===== src/rtl/bru_pipe.sv =====
// bru_pipe: single-stage branch resolution unit with one output register.
// A request is resolved combinationally and captured into the output register
// on acceptance, so its result is visible one cycle later.
//
// Ports:
//   clock, reset (async, active-high), flush (kills held and in-flight result)
//   in_valid/in_ready     request handshake
//   in_funct, in_jal, in_jalr, in_src1, in_src2, in_pc, in_imm,
//   in_pred_taken, in_pred_target                         request payload
//   out_valid/out_ready   result handshake
//   out_taken, out_target, out_link, out_mispredict, out_illegal  result
//   stat_resolved, stat_mispredict  (only with BRU_PIPE_STAT_EN) saturating
//                                   counters of delivered results
//
// Optional feature macro: BRU_PIPE_STAT_EN
module bru_pipe #(
  parameter int unsigned XLEN = 32
) (
  input  logic            clock,
  input  logic            reset,
  input  logic            flush,
  input  logic            in_valid,
  output logic            in_ready,
  input  logic [2:0]      in_funct,
  input  logic            in_jal,
  input  logic            in_jalr,
  input  logic [XLEN-1:0] in_src1,
  input  logic [XLEN-1:0] in_src2,
  input  logic [XLEN-1:0] in_pc,
  input  logic [XLEN-1:0] in_imm,
  input  logic            in_pred_taken,
  input  logic [XLEN-1:0] in_pred_target,
  output logic            out_valid,
  input  logic            out_ready,
  output logic            out_taken,
  output logic [XLEN-1:0] out_target,
  output logic [XLEN-1:0] out_link,
  output logic            out_mispredict,
  output logic            out_illegal
`ifdef BRU_PIPE_STAT_EN
  ,
  output logic [31:0]     stat_resolved,
  output logic [31:0]     stat_mispredict
`endif
);

  logic            valid_q;
  logic            taken_q,   taken_d;
  logic [XLEN-1:0] target_q,  target_d;
  logic [XLEN-1:0] link_q,    link_d;
  logic            mispred_q, mispred_d;
  logic            illegal_q, illegal_d;

  logic            accept;
  logic            jump;
  logic            cond_taken;
  logic            funct_illegal;
  logic            eq;
  logic            ltu;
  logic            lts;
  logic [XLEN:0]   diff;
  logic [XLEN-1:0] pc_imm;
  logic [XLEN-1:0] jalr_sum;

  assign in_ready = ~valid_q | out_ready;
  assign accept   = in_valid & in_ready;

  // Unsigned less-than is the absence of carry out of src1 + ~src2 + 1.
  assign diff = {1'b0, in_src1} + {1'b0, ~in_src2} + {{XLEN{1'b0}}, 1'b1};
  assign eq   = (in_src1 == in_src2);
  assign ltu  = ~diff[XLEN];
  // Differing signs decide directly; equal signs reduce to the unsigned result.
  assign lts  = (in_src1[XLEN-1] != in_src2[XLEN-1]) ? in_src1[XLEN-1] : ltu;

  assign jump     = in_jal | in_jalr;
  assign pc_imm   = in_pc + in_imm;
  assign jalr_sum = in_src1 + in_imm;

  always_comb begin
    cond_taken    = 1'b0;
    funct_illegal = 1'b0;
    case (in_funct)
      3'b000:  cond_taken = eq;
      3'b001:  cond_taken = ~eq;
      3'b100:  cond_taken = lts;
      3'b101:  cond_taken = ~lts;
      3'b110:  cond_taken = ltu;
      3'b111:  cond_taken = ~ltu;
      default: funct_illegal = 1'b1;
    endcase
  end

  always_comb begin
    taken_d   = jump | cond_taken;
    illegal_d = ~jump & funct_illegal;
    link_d    = in_pc + XLEN'(4);
    if (in_jalr) begin
      target_d = {jalr_sum[XLEN-1:1], 1'b0};
    end else if (taken_d) begin
      target_d = pc_imm;
    end else begin
      target_d = link_d;
    end
    mispred_d = (taken_d != in_pred_taken) |
                (taken_d & (target_d != in_pred_target));
  end

  always_ff @(posedge clock or posedge reset) begin
    if (reset) begin
      valid_q   <= 1'b0;
      taken_q   <= 1'b0;
      target_q  <= '0;
      link_q    <= '0;
      mispred_q <= 1'b0;
      illegal_q <= 1'b0;
    end else begin
      if (flush) begin
        valid_q <= 1'b0;
      end else if (accept) begin
        valid_q   <= 1'b1;
        taken_q   <= taken_d;
        target_q  <= target_d;
        link_q    <= link_d;
        mispred_q <= mispred_d;
        illegal_q <= illegal_d;
      end else if (out_ready) begin
        valid_q <= 1'b0;
      end
    end
  end

  assign out_valid      = valid_q;
  assign out_taken      = taken_q;
  assign out_target     = target_q;
  assign out_link       = link_q;
  assign out_mispredict = mispred_q;
  assign out_illegal    = illegal_q;

`ifdef BRU_PIPE_STAT_EN
  logic [31:0] stat_res_q;
  logic [31:0] stat_mis_q;
  logic        deliver;

  // A result killed by flush in the same cycle is not a delivered result.
  assign deliver = valid_q & out_ready & ~flush;

  always_ff @(posedge clock or posedge reset) begin
    if (reset) begin
      stat_res_q <= '0;
      stat_mis_q <= '0;
    end else if (deliver) begin
      if (stat_res_q != '1) stat_res_q <= stat_res_q + 32'd1;
      if (mispred_q && (stat_mis_q != '1)) stat_mis_q <= stat_mis_q + 32'd1;
    end
  end

  assign stat_resolved   = stat_res_q;
  assign stat_mispredict = stat_mis_q;
`endif

endmodule

===== config.mk =====
export PLATFORM = sky130hd
export DESIGN_NAME = bru_pipe
export DESIGN_NICKNAME = d
export VERILOG_FILES = /design/src/rtl/bru_pipe.sv
export SDC_FILE = /design/constraint.sdc
export NUM_CORES = 1
export LEC_CHECK = 0
export CAP_MARGIN = 10
export CORE_MARGIN = 4
export CORE_UTILIZATION = 40
export CTS_CLUSTER_SIZE = 30
export DETAILED_ROUTE_END_ITERATION = 12
export DONT_BUFFER_PORTS = 1
export SLEW_MARGIN = 20
export SYNTH_ARGS = -nofsm -noshare
export SYNTH_HDL_FRONTEND = slang
export SYNTH_SLANG_ARGS = --single-unit

===== constraint.sdc =====
create_clock -name clock -period 3.8 [get_ports clock]
set_input_delay 0.76 -clock clock [delete_from_list [all_inputs] [get_ports clock]]
set_output_delay 0.76 -clock clock [all_outputs]
set_load 0.02 [all_outputs]

==> flow_summary.yaml, run 1 <==
outcome:
  status: "finished with violations"
  violations: "setup timing"
clocking:
  cts_max_path_buffers: 2
  cts-htree-levels: 3
  hold_buffers: 0
  insertion_delay_ns: 0.32
  clk_pin_slew_worst_paths_ns: 0.06
  root_buffer: "clkbuf_16"
  numCtsBuffers: 9
  cts.sinks: 68
  cts_tree: "done"
setup_path:
  reg2reg_depth: 9
  worstReg2RegStart: "out_valid"
  crit_fanout: 4
  r2r_end: "out_mispredict"
  setup.worst_path.start: "in_imm[0]"
  crit_end: "out_mispredict"
  crit_path_start_kind: "input pin"
  crit_type: "in2reg"
  r2r_slack_ns: 0.97
  arrival_ns: 4.13
  required_ns: 3.99
  endpoint_kind: "flip-flop"
final_layout:
  layout_common_cells: "245 x buf_4, 148 x nand2_1, 98 x o21ai_0"
  layout_commonest_cell: "buf_4"
  fin_cells: 1637
  seqCellArea_sq_mm: 0.00170
  n_fill_cell: 2041
  insertedDiodeCount: 0
  final_nets: 1624
  drive_gt1_share_pct: 24.8
  areaGrowthSynthToFinish_pct: 33.9
  multi_input_area_sq_mm: 0.00709
synthesis:
  synth_top_family_by_area: "compound AO/OA/AOI/OAI gates"
  synth_fa_ha_area_share_pct: 14.0
  netlist_area_sq_mm: 0.00867
  synth.distinct_cells: 78
  synth_compound_area_share_pct: 25.9
  ys_ff_latch: 68
  async_flop_share_pct: 100
  syn-instance-count: 1133
  yosysSeqAreaShare_pct: 19.6
  ys.flop_type: "dfrtp_1"
  syn-num-nets: 1400
  synth_area_per_cell_sq_um: 7.66
  synth_xor_area_share_pct: 13.7
  muxShareOfSynthArea_pct: 2.09
  synthSimpleGateAreaFrac_pct: 20.5
  yosys_warnings: 0
  synth-edff-count: 0
floorplanning:
  fp.dieArea_sq_mm: 0.0241
  boundaryPins: 240
  start_util_pct: 41.0
  core_area_sq_mm: 0.0212
  die_h_um: 155
  row_count: 53
  fp.dieW_um: 155
power_and_ir_drop:
  peakVddDrop_mv: 0.256
  p_leak_nw: 5.36
  p_per_area_mw_per_mm2: 328
global_route:
  grt_antenna_before_repair: 0
  grt_use_total_pct: 26.9
  grt-ovfl-total: 0
  grt_max_degree: 78
  grt_pass1_wl_mm: 51.1
  grt_pass1_vias: 9089
routing:
  wl_per_cell_um: 20.5
  drc: 0
  routed_wirelength_mm: 33.5
  vias: 9290
  dr.pass1.iters: 5
  via_per_inst: 5.68
  dr.first_iter.drc_count: 743
  ant_nets: 0
sta:
  max_freq_mhz: 254
  min_period_ns: 3.93
  setup_tns_ns: -0.133
  tightest_slew_ns: 0.945
  rsz0062_at_grt: "yes"
  hold-worst-slack_ns: 0.398
  slew-limit-headroom_pct: 36.8
  setup-violations-final: 1
  period_share_pct: 104
  layout_setup_ws_ns: -0.133
  drv_slew: 0
  hold_viol: 0
  clock_skew_ns: 0.00724
placement:
  hpwl_mm: 28.7
  dp.cells: 1600
  routabilityCongestion: 1.00
  dp_slack_ns: -0.881
  port_buffers: 0
run:
  max-cap-violations: 0
worst_hold_path:
  hold_class: "in2async"
[registers in the layout, summed over array words and instances, names as in the netlist]
signal,count
out_link,32
out_target,32
out_illegal,1
out_mispredict,1
out_taken,1
out_valid,1
[power by group]
group          internal, mW  total, mW  switching [mW]
Combinational         0.910       1.85           0.939
Sequential            0.856       1.13           0.276
Clock                 0.541      0.828           0.287
[worst min path at each step]
stage,depth (start not counted),slack (ns),end,from
after global routing,1,0.45,out_link[2],reset
final,1,0.40,out_link[2],reset
after floorplan,2,0.58,out_target[19],out_target[19]
after detailed placement,2,0.61,out_target[4],out_target[4]
after CTS,1,0.43,out_link[2],reset
after global placement,2,0.60,out_target[6],out_target[6]
[synth_stat cells, types with 9 or more instances]
master	instances	area share, %
nand2_1	149	6.4
o21ai_0	99	5.7
xor2_1	54	5.5
o2111ai_1	10	1.0
nand4_1	29	2.1
a211oi_1	18	1.6
nand2b_1	9	0.65
a21o_1	28	2.4
xnor2_1	74	7.5
inv_1	54	2.3
mux2i_1	17	2.0
nor3_1	17	0.98
dfrtp_1	68	20
clkbuf_1	31	1.3
a21oi_1	90	5.2
and3_1	24	1.7
nand3_1	27	1.6
nor2_1	78	3.4
o31ai_1	11	0.95
ha_1	94	14
[routing by layer]
| metal | track usage [%] | up-vias | wire length [um] |
|---|---|---|---|
| li1 | - | 4600 | - |
| met1 | 36.8 | 4285 | 14800 |
| met2 | 41.9 | 356 | 14600 |
| met3 | 6.23 | 49 | 3030 |
| met4 | 9.21 | 0 | 1120 |
| met5 | 0 | - | 0 |
[cell families after synthesis]
group,after synthesis
DFF,68
xor gates and xnor gates,131
muxes,18
adders and majority gates,96
AOI/OAI and AO/OA,348
and+or+nand+nor,377
buffers and inverters,95
[timing repair]
| action | in CTS | in global routing |
|---|---|---|
| pin swaps | 34 | 13 |
| gates resized for setup | 65 | 14 |
| endpoints found under the setup margin | 2 | 2 |
| buffers inserted | 20 | 1 |
[worst max-delay path, cell delays in order]
cell	delay, ns
and2_1	0.15
fa_2	0.37
a211oi_4	0.30
o31ai_4	0.13
o211ai_4	0.25
buf_4	0.16
nand4_1	0.09
a31o_2	0.24
a21o_1	0.19
a221oi_1	0.35
buf_4	0.20
xnor2_1	0.13
a21o_1	0.18
o2111ai_2	0.19
a2111oi_4	0.37
nor3_1	0.07
[cell type report]
cell class	count	share of cell area, %
inverter	54	1.75
sequential	68	14.7
clock buffer	12	2.21
tap	275	2.96
clock inverter	4	0.409
timing repair buffer	254	17.0
multi-input combinational	970	61.1
[stage by stage]
| step | power [mW] | area, sq um | utilization (%) |
|---|---|---|---|
| after floorplan | 2.11 | 8700 | - |
| after global placement | 2.83 | 10700 | 50.4 |
| after detailed placement | 2.85 | 10700 | 50.4 |
| after CTS | 3.78 | 11500 | 54.5 |
| after global routing | 4.05 | 11600 | 54.9 |
| final | 3.81 | 11600 | 54.9 |
Note: power is estimated with default switching activity, not from simulation.
==> run 2, diff against run 1 <==
==> constraint.sdc (replaced) <==
create_clock -name clock -period 4.7 [get_ports clock]
set_input_delay 0.94 -clock clock [delete_from_list [all_inputs] [get_ports clock]]
set_output_delay 0.94 -clock clock [all_outputs]
set_load 0.02 [all_outputs]
==> run 2 against run 1 <==
- clock power shrank 14%
- largest power group unchanged
- the run now ends clean
- hold slack better by 0.094 ns
- first-iteration DRC count is 7.3% lower
- final cell count shrank 13%
- largest cell class unchanged
- critical path depth decreased by 2
==> flow_summary.yaml, run 2 (same netlist as run 1, synthesis figures left out) <==
power_and_ir_drop:
  swShare_pct: 41.1
  peakVddDrop_mv: 0.223
  p_per_area_mw_per_mm2: 291
  switchingPower_mw: 1.14
  p_leak_nw: 4.28
  p_seq_share_pct: 33.0
  power_mw: 2.76
  pwr-share-comb_pct: 41.3
  cell_internal_pwr_mw: 1.62
  p_clk_share_pct: 25.7
setup_path:
  crit_chain: "and2_1 -> fa_1 -> a211oi_2 -> o31ai_2 -> xor2_1 -> xor2_1 -> o32ai_1 -> nand4_1 -> a211oi_1 -> nand4_1 -> or4_1 -> or4_1 -> a2111oi_2 -> nor3_1"
  required_ns: 4.90
  worst-path-buf-inv: 0
  crit_fanout: 4
  reg2reg_depth: 9
  cp_slowest_cell: "or4_1"
  critical-path-top-delay-family: "simple AND/OR/NAND/NOR gates"
  worstReg2RegStart: "out_valid"
  crit_path_start_kind: "input pin"
  cp_slowest_stage_delay_ns: 0.51
  r2r_slack_ns: 1.75
  crit_type: "in2reg"
  r2r_end: "out_mispredict"
  arrival_ns: 4.56
  endpoint_kind: "flip-flop"
clocking:
  root_buffer: "clkbuf_16"
  cts_max_path_buffers: 2
  hold_buffers: 0
  numCtsBuffers: 9
  insertion_delay_ns: 0.33
  cts_resized: 0
  cts_tree: "done"
  clk_pin_slew_worst_paths_ns: 0.06
  cts.sinks: 68
  cts-htree-levels: 3
  cts_setup_buffers: 0
routing:
  routed_wirelength_mm: 31.8
  drc: 0
  ant_nets: 0
  vias: 8493
  wl_per_cell_um: 22.3
  dr.pass1.iters: 5
  via_per_inst: 5.96
  dr.first_iter.drc_count: 689
floorplanning:
  die_h_um: 155
  core_area_sq_mm: 0.0212
  fp.dieW_um: 155
  row_count: 53
  boundaryPins: 240
  fp.dieArea_sq_mm: 0.0241
  start_util_pct: 41.0
global_route:
  grt_use_total_pct: 25.6
  grt_pass1_wl_mm: 48.1
  grt_antenna_before_repair: 0
  grt_pass1_vias: 8088
  grt_max_degree: 117
  grt-ovfl-total: 0
sta:
  clock_skew_ns: 0.00700
  max_freq_mhz: 230
  layout_setup_ws_ns: 0.344
  min_period_ns: 4.36
  period_share_pct: 92.7
  tightest_slew_ns: 0.972
  hold_viol: 0
  rsz0062_at_grt: "no"
  drv_slew: 0
  slew-limit-headroom_pct: 35.2
  setup_tns_ns: 0
  setup-violations-final: 0
placement:
  routabilityCongestion: 0.984
  hpwl_mm: 27.5
  place_area_sq_mm: 0.00918
  dp_slack_ns: 0.0106
  port_buffers: 0
final_layout:
  final_nets: 1411
  insertedDiodeCount: 0
  final_area_sq_mm: 0.00950
  fin_util_pct: 44.9
  layout_common_cells: "149 x nand2_1, 99 x o21ai_0, 94 x ha_1"
  areaGrowthSynthToFinish_pct: 9.52
  layout_commonest_cell: "nand2_1"
  drive_gt1_share_pct: 6.27
run:
  max-cap-violations: 0
worst_hold_path:
  hold_class: "in2async"
outcome:
  status: "finished clean"
## run 2: routing by layer
metal  wire length, um  up-vias  part of all wire (%)  global-route usage [%]
li1                  -     4167                     -                       -
met1             14200     3927                    45                    35.9
met2             13200      343                    42                    37.8
met3              3190       56                    10                    7.43
met4              1150        0                   3.6                    8.67
met5                 0        -                     0                       0
## run 2: area by class of cell
class	instances	area, sq um
Multi-Input combinational cell	970	6610
Inverter	54	203
Clock inverter	6	88.8
Fill cell	2200	11700
Timing Repair Buffer	41	320
Tap cell	275	344
Clock buffer	10	229
Sequential cell	68	1700
## run 2: how the worst max path moves through the flow
| stage | startpoint | end | slack (ns) | depth (start not counted) |
|---|---|---|---|---|
| after CTS | in_imm[0] | out_mispredict | 0.34 | 14 |
| final | in_imm[0] | out_mispredict | 0.34 | 14 |
| after global routing | in_imm[0] | out_mispredict | 0.01 | 14 |
| after floorplan | in_pc[0] | out_mispredict | 0.36 | 14 |
| after detailed placement | in_imm[0] | out_mispredict | 0.01 | 14 |
| after global placement | in_imm[0] | out_mispredict | 0.03 | 14 |
## run 2: power groups by stage
| stage | registers, mW | clock network, mW | logic, mW |
|---|---|---|---|
| detailed placement | 0.927 | 0 | 1.12 |
| CTS | 0.917 | 0.725 | 1.13 |
| finish | 0.911 | 0.710 | 1.14 |
| floorplan | 0.890 | 0 | 0.812 |
| global placement | 0.923 | 0 | 1.12 |
| global route | 0.929 | 0.753 | 1.26 |
## run 2: per-stage QoR
step	std cells	hold slack [ns]
5_1_grt	1424	0.526
6_report	1424	0.493
2_1_floorplan	1133	0.583
3_3_place_gp	1408	0.608
3_5_place_dp	1408	0.617
4_1_cts	1424	0.507
==> run 3, diff against run 2 <==
--- a/config.mk
+++ b/config.mk
@@ -11,6 +11,7 @@
 export CTS_CLUSTER_SIZE = 30
 export DETAILED_ROUTE_END_ITERATION = 12
 export DONT_BUFFER_PORTS = 1
+export REMOVE_ABC_BUFFERS = 1
 export SLEW_MARGIN = 20
 export SYNTH_ARGS = -nofsm -noshare
 export SYNTH_HDL_FRONTEND = slang
==> run 3 against run 2 <==
- die area is the same
- core utilization grew 0.053 points
- clock power grew 2%
- flip-flop and latch count is the same
- first-iteration DRC count shrank 2.9%
- sequential power is essentially flat
- combinational power is essentially flat
- design area grew 0.12%
- largest power group unchanged
- sequential share of layout area is essentially flat
- critical path type unchanged
- highest routed layer unchanged
- global-route usage grew 0.068 points
==> flow_summary.yaml, run 3 (same netlist as run 1, synthesis figures left out) <==
final_layout:
  insertedDiodeCount: 0
  areaGrowthSynthToFinish_pct: 9.65
  final_area_sq_mm: 0.00951
  drive_gt1_share_pct: 6.27
  layout_commonest_cell: "nand2_1"
  final_nets: 1410
  layout_common_cells: "149 x nand2_1, 99 x o21ai_0, 94 x ha_1"
  fin_cells: 1423
global_route:
  grt_pass1_wl_mm: 48.2
  grt_pass1_vias: 8206
  grt-ovfl-total: 0
  grt_max_degree: 117
  grt_use_total_pct: 25.7
  grt_antenna_before_repair: 0
placement:
  dp.cells: 1407
  place_area_sq_mm: 0.00919
  port_buffers: 0
  routabilityCongestion: 0.964
  hpwl_mm: 27.4
  dp_slack_ns: -0.253
sta:
  setup-violations-final: 0
  clock_skew_ns: 0.00577
  period_share_pct: 94.1
  hold-worst-slack_ns: 0.572
  slew-limit-headroom_pct: 57.2
  drv_slew: 0
  tightest_slew_ns: 0.626
  min_period_ns: 4.42
  layout_setup_ws_ns: 0.277
  hold_viol: 0
  max_freq_mhz: 226
  rsz0062_at_grt: "no"
clocking:
  clk_pin_slew_worst_paths_ns: 0.06
  numCtsBuffers: 9
  cts_tree: "done"
  cts_max_path_buffers: 2
  insertion_delay_ns: 0.33
  cts_setup_buffers: 0
  root_buffer: "clkbuf_16"
  cts.sinks: 68
  cts-htree-levels: 3
power_and_ir_drop:
  power_mw: 2.78
  p_per_area_mw_per_mm2: 292
  peakVddDrop_mv: 0.171
  p_leak_nw: 4.28
floorplanning:
  fp.dieArea_sq_mm: 0.0241
  start_util_pct: 41.0
  boundaryPins: 240
  core_area_sq_mm: 0.0212
  fp.dieW_um: 155
  row_count: 53
  die_h_um: 155
routing:
  via_per_inst: 6.02
  dr.first_iter.drc_count: 669
  drc: 0
  vias: 8570
  dr.pass1.iters: 6
  wl_per_cell_um: 22.6
  ant_nets: 0
  routed_wirelength_mm: 32.2
run:
  max-cap-violations: 0
outcome:
  status: "finished clean"
setup_path:
  crit_type: "in2reg"
  arrival_ns: 4.63
  endpoint_kind: "flip-flop"
  crit_path_start_kind: "input pin"
  required_ns: 4.90
  crit_fanout: 6
worst_hold_path:
  hold_class: "in2async"
==> run 3: cell types whose count changed in the layout (fill, tap and decap cells not counted) <==
cell and change:
buf_12 +1, nor4_1 -1, buf_4 -2, nor4_2 +1
==> run 3: worst max-delay path, stage by stage <==
cell and delay [ns]:
inv_1 0.02, ha_1 0.31, nand4_1 0.18, nor4_2 0.39, a21boi_1 0.37, o31ai_1 0.17
a211o_1 0.39, nor2_4 0.23, mux2i_1 0.32, a2bb2oi_1 0.27, o2111ai_1 0.13, or4_1 0.54
a2111oi_2 0.28, nor3_1 0.07
==> run 3: layout make-up <==
cell class,count,area (sq um)
Timing Repair Buffer,40,325
Clock inverter,6,88.8
Inverter,54,203
Clock buffer,10,229
Tap cell,275,344
Multi-Input combinational cell,970,6620
Fill cell,2114,11600
Sequential cell,68,1700
==> run 3: worst paths after layout <==
kind | start | endpoint | slack (ns) | cells past startpoint
worst max-delay path | in_src2[14] | out_mispredict | 0.28 | 14
worst min-delay path | reset | out_target[2] | 0.57 | 1
worst max register to register | out_valid | out_mispredict | 1.54 | 10
worst min register to register | out_link[11] | out_link[11] | 0.62 | 2
max in group asynchronous | reset | out_link[30] | 3.18 | 2
min in group clock | out_link[11] | out_link[11] | 0.62 | 2
==> run 3: repair_timing <==
item | in CTS | in global routing
hold buffers | 0 | 0
resized for setup | 0 | 1
hold endpoints to repair | 0 | 0
setup endpoints to repair | 0 | 1
==> run 3: where the power goes <==
group	leakage (nW)	switching, mW	internal, mW	total, mW
Sequential	0.836	0.218	0.692	0.910
Clock	0.149	0.258	0.464	0.722
Combinational	3.29	0.673	0.474	1.15
Total	4.28	1.15	1.63	2.78
==> run 3: layer usage <==
layer / routed length (um) / global-route usage, % / part of all wire, % / vias up
met4: 1350 / 10.3 / 4.2 / 0
met1: 14200 / 36.2 / 44 / 3959
met2: 13800 / 38.6 / 43 / 391
li1: - / - / - / 4164
met3: 2770 / 5.12 / 8.6 / 56
met5: 0 / 0 / 0 / -
==> run 3: through the flow <==
step / setup TNS [ns] / util [%]
after detailed placement: -0.253 / 43.4
after CTS: 0 / 44.9
final: 0 / 45.0
after global routing: 0 / 45.0
after floorplan: 0 / -
after global placement: -0.248 / 43.4
